--- src/rtl/if_fetch_unit_if.sv ---
// Memory read bus between the fetch unit and the instruction memory.
// The fetch unit issues word reads with req/addr; memory answers with a one-cycle ack carrying rdata.
interface if_fetch_unit_if;
  logic        mem_req;
  logic [31:0] mem_addr;
  logic        mem_ack;
  logic [31:0] mem_rdata;

  modport master (output mem_req, output mem_addr, input mem_ack, input mem_rdata);
  modport slave  (input mem_req, input mem_addr, output mem_ack, output mem_rdata);
endinterface

--- src/rtl/if_fetch_unit.sv ---
// Instruction-fetch stage: PC register, direct-mapped one-word-per-line instruction cache,
// miss handling over a req/ack memory bus, and branch/jump redirects.
module if_fetch_unit #(
  parameter logic [31:0] PC_RESET   = 32'h0000_0000,
  parameter int          INDEX_BITS = 4
) (
  input  logic                 clk,
  input  logic                 rstn,
  input  logic                 stall,
  input  logic                 redirect,
  input  logic [31:0]          redirect_pc,
  if_fetch_unit_if.master      mem,
  output logic [31:0]          pc_out,
  output logic [31:0]          pc_plus4,
  output logic [31:0]          instr,
  output logic                 hit
);

  localparam int LINES = 2 ** INDEX_BITS;
  localparam int TAG_W = 32 - INDEX_BITS - 2;

  typedef enum logic [0:0] {
    S_IDLE = 1'b0,
    S_MISS = 1'b1
  } state_e;

  state_e                  state_q, state_d;
  logic [31:0]             pc_q, pc_d;
  logic                    mem_req_q, mem_req_d;
  logic [31:0]             mem_addr_q, mem_addr_d;
  logic                    pend_valid_q, pend_valid_d;
  logic [31:0]             pend_pc_q, pend_pc_d;
  logic [LINES-1:0]        valid_q;
  logic [TAG_W-1:0]        tag_arr_q  [LINES];
  logic [31:0]             data_arr_q [LINES];

  logic [INDEX_BITS-1:0]   idx_s;
  logic [TAG_W-1:0]        tag_s;
  logic [31:0]             redirect_tgt_s;
  logic                    hit_s;
  logic                    fill_s;

  assign idx_s          = pc_q[INDEX_BITS+1:2];
  assign tag_s          = pc_q[31:INDEX_BITS+2];
  assign redirect_tgt_s = redirect_pc & 32'hFFFF_FFFC;

  // Lookup is only trusted in IDLE; during a fill the line under the PC is in flux.
  assign hit_s = (state_q == S_IDLE) && valid_q[idx_s] && (tag_arr_q[idx_s] == tag_s);

  assign hit          = hit_s;
  assign instr        = hit_s ? data_arr_q[idx_s] : 32'h0000_0000;
  assign pc_out       = pc_q;
  assign pc_plus4     = pc_q + 32'd4;
  assign mem.mem_req  = mem_req_q;
  assign mem.mem_addr = mem_addr_q;

  // Next-state, PC update and fill decision.
  always_comb begin
    state_d      = state_q;
    pc_d         = pc_q;
    mem_req_d    = mem_req_q;
    mem_addr_d   = mem_addr_q;
    pend_valid_d = pend_valid_q;
    pend_pc_d    = pend_pc_q;
    fill_s       = 1'b0;
    case (state_q)
      S_IDLE: begin
        if (redirect) begin
          pc_d = redirect_tgt_s;
        end else if (hit_s && !stall) begin
          pc_d = pc_q + 32'd4;
        end else if (hit_s) begin
          pc_d = pc_q;
        end else begin
          mem_req_d  = 1'b1;
          mem_addr_d = pc_q & 32'hFFFF_FFFC;
          state_d    = S_MISS;
        end
      end
      S_MISS: begin
        if (mem.mem_ack) begin
          // The fill always lands; a redirect arriving with the ack beats an older pending one.
          fill_s       = 1'b1;
          mem_req_d    = 1'b0;
          state_d      = S_IDLE;
          pend_valid_d = 1'b0;
          if (redirect) begin
            pc_d = redirect_tgt_s;
          end else if (pend_valid_q) begin
            pc_d = pend_pc_q;
          end else begin
            pc_d = pc_q;
          end
        end else if (redirect) begin
          pend_valid_d = 1'b1;
          pend_pc_d    = redirect_tgt_s;
        end else begin
          pend_valid_d = pend_valid_q;
        end
      end
      default: begin
        state_d   = S_IDLE;
        mem_req_d = 1'b0;
      end
    endcase
  end

  // Control state, PC and valid bits.
  always_ff @(posedge clk or negedge rstn) begin
    if (!rstn) begin
      state_q      <= S_IDLE;
      pc_q         <= PC_RESET;
      mem_req_q    <= 1'b0;
      mem_addr_q   <= 32'h0000_0000;
      pend_valid_q <= 1'b0;
      pend_pc_q    <= 32'h0000_0000;
      valid_q      <= {LINES{1'b0}};
    end else begin
      state_q      <= state_d;
      pc_q         <= pc_d;
      mem_req_q    <= mem_req_d;
      mem_addr_q   <= mem_addr_d;
      pend_valid_q <= pend_valid_d;
      pend_pc_q    <= pend_pc_d;
      if (fill_s) begin
        valid_q[idx_s] <= 1'b1;
      end
    end
  end

  // Tag and data arrays; contents are meaningless until the matching valid bit is set.
  always_ff @(posedge clk) begin
    if (fill_s) begin
      tag_arr_q[idx_s]  <= tag_s;
      data_arr_q[idx_s] <= mem.mem_rdata;
    end
  end

endmodule

--- src/flat_wrapper.sv ---
// flat-port wrapper written by rule: the top's interface ports become plain ports
module if_fetch_unit_flat 
#(
  parameter logic [31:0] PC_RESET   = 32'h0000_0000,
  parameter int          INDEX_BITS = 4
)
  (clk, rstn, stall, redirect, redirect_pc, pc_out, pc_plus4, instr, hit, mem_mem_req, mem_mem_addr, mem_mem_ack, mem_mem_rdata);
  if_fetch_unit_if mem_i ();
  input  logic clk;
  input  logic rstn;
  input  logic stall;
  input  logic redirect;
  input  logic [31:0] redirect_pc;
  output logic [31:0] pc_out;
  output logic [31:0] pc_plus4;
  output logic [31:0] instr;
  output logic hit;
  output wire logic [$bits(mem_i.mem_req)-1:0] mem_mem_req;
  output wire logic [$bits(mem_i.mem_addr)-1:0] mem_mem_addr;
  input wire logic [$bits(mem_i.mem_ack)-1:0] mem_mem_ack;
  input wire logic [$bits(mem_i.mem_rdata)-1:0] mem_mem_rdata;
  assign mem_mem_req = mem_i.mem_req;
  assign mem_mem_addr = mem_i.mem_addr;
  assign mem_i.mem_ack = mem_mem_ack;
  assign mem_i.mem_rdata = mem_mem_rdata;
  if_fetch_unit #(.PC_RESET(PC_RESET), .INDEX_BITS(INDEX_BITS)) u_core (.clk(clk), .rstn(rstn), .stall(stall), .redirect(redirect), .redirect_pc(redirect_pc), .mem(mem_i), .pc_out(pc_out), .pc_plus4(pc_plus4), .instr(instr), .hit(hit));
endmodule
--- config.mk ---
export PLATFORM = sky130hd
export DESIGN_NAME = if_fetch_unit_flat
export DESIGN_NICKNAME = d
export VERILOG_FILES = /design/src/rtl/if_fetch_unit_if.sv /design/src/rtl/if_fetch_unit.sv /design/src/flat_wrapper.sv
export SDC_FILE = /design/constraint.sdc
export NUM_CORES = 1
export LEC_CHECK = 0
export ABC_AREA = 1
export CORE_UTILIZATION = 50
export CTS_CLUSTER_DIAMETER = 150
export DETAILED_ROUTE_END_ITERATION = 10
export MAX_ROUTING_LAYER = met4
export PLACE_DENSITY = 0.75
export SYNTH_ARGS = -nofsm -noshare
export SYNTH_HDL_FRONTEND = slang
export SYNTH_SLANG_ARGS = --single-unit
--- constraint.sdc ---
create_clock -name clk -period 8.5 [get_ports clk]
set_input_delay 2.55 -clock clk [delete_from_list [all_inputs] [get_ports clk]]
set_output_delay 2.55 -clock clk [all_outputs]
set_load 0.02 [all_outputs]
==> out/metrics.csv, run 1 <==
metric,value,unit
cts_resized,0,
seqPwrFrac,42.5,%
ys_warn_count,0,
drv_slew,0,
path_class,flop to output pin,
pwr-share-clk,30.5,%
via_per_inst,5.67,
finalHoldViolCount,0,
period_needed,7740,ps
wl_per_cell,21.2,um
io_buffers,190,
rsz0062_at_grt,false,
chipHeight,296,um
endpoint_kind,output pin,
finClkSkew,24.4,ps
drc,0,
synth_area_leaders,"edfxtp_1 64%, nand2_1 9.8%, dfrtp_1 6.3%, nor2_1 2.7%, inv_1 2.0%",
switching_share,32.9,%
die_area,87600,um^2
nets,3982,
rows,107,
crit_required,5950,ps
worstMarginPinSlew,1190,ps
post_cts_buffers,0,
syn_area_per_cell,11.5,um^2
initial_utilization,50.6,%
cp_common_cell,nor2_1,
synth_ff_type,edfxtp_1,
power_frac_comb,27.0,%
dr.pass1.iters,6,
io_pins,199,
clkSinkCount,1037,
p_total,0.0146,W
overflow,0,
stdcell_area,49400,um^2
max_slew_margin,20.1,%
crit_fanout,242,
critPathLaunchType,flop,
ys_seq_area_share,70.8,%
max_freq,0.129,GHz
clockRootBuffer,clkbuf_16,
cap_viol_max_count,0,
crit_family,simple AND/OR/NAND/NOR gates,
drt_iter0_markers,3380,
min_path_type,flop to flop,
fill_cells,6729,
syn_to_final_growth,14.4,%
status,"finished, final reports clean",
slowest_stage,clkdlybuf4s50_1,
ant_nets,0,
internal_power,0.00978,W
ir_drop,0.267,mV
syn-instance-count,3769,
yosysMostFrequentCell,nand2_1,
dp_cells,4949,
cp_cell_sequence,"buf_12, nor2_1, nor2_1, o21ai_1, nand2_1, nand2_1, nand2_1, o21ai_1, o21ai_0, nor2_1, nand4_1, nor2_1, nand2_2, nor3_1, clkdlybuf4s50_1",
core_area,85400,um^2
finalSetupTns,0,ps
grt_pass1_wl,163000,um
cts_max_path_buffers,3,
routed_wl,109000,um
worst_path_largest_cell_delay,670,ps
cts_tree,yes,
arrival,5190,ps
synth.top_cell.area_share,64.5,%
cts_max_level,3,
synth_area_leader_cell,edfxtp_1,
numCtsBuffers,102,
yosys-top-cells-count,"1128 x nand2_1, 928 x edfxtp_1, 309 x nor2_1, 227 x inv_1, 169 x a21oi_1",
post_dp_cell_area,46100,um^2
fin_crit_sh,91.0,%
yosysUniqueCellTypes,40,
grt_start_max_net_pins,243,
grt_use_total,25.3,%
fin_hold_ws,465,ps
clock_latency,670,ps
vias,29100,
ys_seq_elements,1037,
instances_no_fill,5141,
cts_hold_buf,0,
powerDensity,295,nW/um^2
synth_edf_count,928,
setup_violations,0,
p_sw,0.00481,W
p_leak,18.3,nW
hpwl,58200,um
synthesis.area,43200,um^2
fp.dieW,296,um
clkTransAtPathRegs,60,ps
gp_congestion,0.942,
async_reset_ff_share,10.5,%
drive_gt1_share,7.01,%
antenna_found_initial,5,
cp_num_buf_inv,2,
grt_pass1_vias,27600,
-- registers in the layout, indices dropped and copies added, names as in the netlist --
name and count:
u_core.mem.mem_req 1, u_core.pc_out 30, u_core.pend_pc_q 30, u_core.pend_valid_q 1, u_core.data_arr_q 512, u_core.state_q 1, u_core.tag_arr_q 416, u_core.mem.mem_addr 30
u_core.valid_q 16
-- worst paths after layout --
path / startpoint / endpoint / slack (ps) / cells past startpoint
hold reg to reg: u_core.valid_q[8] / u_core.valid_q[8] / 460 / 1
max in group asynchronous: rstn / u_core.valid_q[11] / 5300 / 2
setup reg to reg: u_core.pc_out[2] / u_core.pc_out[15] / 3650 / 17
min in group asynchronous: rstn / u_core.pend_pc_q[11] / 1920 / 1
hold / removal: u_core.valid_q[8] / u_core.valid_q[8] / 460 / 1
setup / recovery: u_core.pc_out[2] / instr[1] / 760 / 15
-- cells by family (layout without fill, tap and decap cells) --
group           after synthesis  after routing  share of synthesized area (%)
compound gates              630            630                           8.98
xor+xnor                     25             25                          0.507
fa+ha+maj                     4              4                          0.116
buf+inv                     460            678                           4.78
flops                      1037           1037                           70.8
other cells                   1             11                        0.00868
simple gates               1612           1612                           14.8
-- metal layers --
layer  part of all wire (%)  vias to the layer above  track usage (%)
met2                     50                     1371             41.4
met5                      0                        -                -
met1                     39                    14100             32.4
li1                       -                    13400                -
met3                    8.1                      242             3.68
met4                    3.2                        0             8.96
-- layout make-up --
cell class	instances	area (um^2)	share of cell area, %
flip-flops and latches	1037	30600	61.9
multi-input cells	2277	10700	21.7
clock buffers	135	2760	5.58
repair buffers	259	2480	5.02
well taps	1144	1430	2.90
inverters	232	891	1.80
clock inverters	52	539	1.09
diodes	5	12.5	0.0253
-- cell usage in the layout (no fill, tap or decap), drive strengths merged --
master	netlist	final
o2111ai	1	1
nor4	4	4
a32o	32	32
inv	232	233
xor2	24	24
o221ai	38	38
nand3	92	92
clkdlybuf4s50	0	189
edfxtp	928	928
o211ai	23	23
a21oi	169	169
a32oi	64	64
a22oi	32	32
buf	143	70
or2	13	13
clkinv	0	41
o22ai	30	30
diode	0	5
nand2	1131	1131
clkinvlp	0	1
clkbuf	85	135
nor3b	2	2
conb	1	6
o21ai	238	238
dfrtp	109	109
o21bai	1	1
nor2	317	317
xnor2	1	1
nand4	5	5
ha	4	4
a21o	2	2
nor3	48	48
bufinv	0	9
-- per-stage QoR --
| step | worst slack, ps | utilization (%) |
|---|---|---|
| global placement | 1570 | 54.0 |
| finish | 762 | 57.9 |
| detailed placement | 1490 | 54.0 |
| floorplan | 2720 | - |
| CTS | 765 | 57.8 |
| global route | 428 | 57.9 |
-- power by group through the flow --
stage | Combinational [W] | Sequential (W) | Clock [W]
after floorplan | 0.00240 | 0.00643 | 0
after global placement | 0.00380 | 0.00630 | 0
after detailed placement | 0.00388 | 0.00631 | 0
after CTS | 0.00391 | 0.00620 | 0.00448
after global routing | 0.00429 | 0.00623 | 0.00467
final | 0.00393 | 0.00621 | 0.00445
Note: power is estimated with default switching activity, not from simulation.
==> run 2, diff against run 1 <==
--- a/config.mk
+++ b/config.mk
@@ -7,7 +7,7 @@
 export LEC_CHECK = 0
 export ABC_AREA = 1
 export CORE_UTILIZATION = 50
-export CTS_CLUSTER_DIAMETER = 150
+export CTS_CLUSTER_DIAMETER = 200
 export DETAILED_ROUTE_END_ITERATION = 10
 export MAX_ROUTING_LAYER = met4
 export PLACE_DENSITY = 0.75
==> results of run 2 <==
Final layout, timing and power as in run 1 (identical DEF).
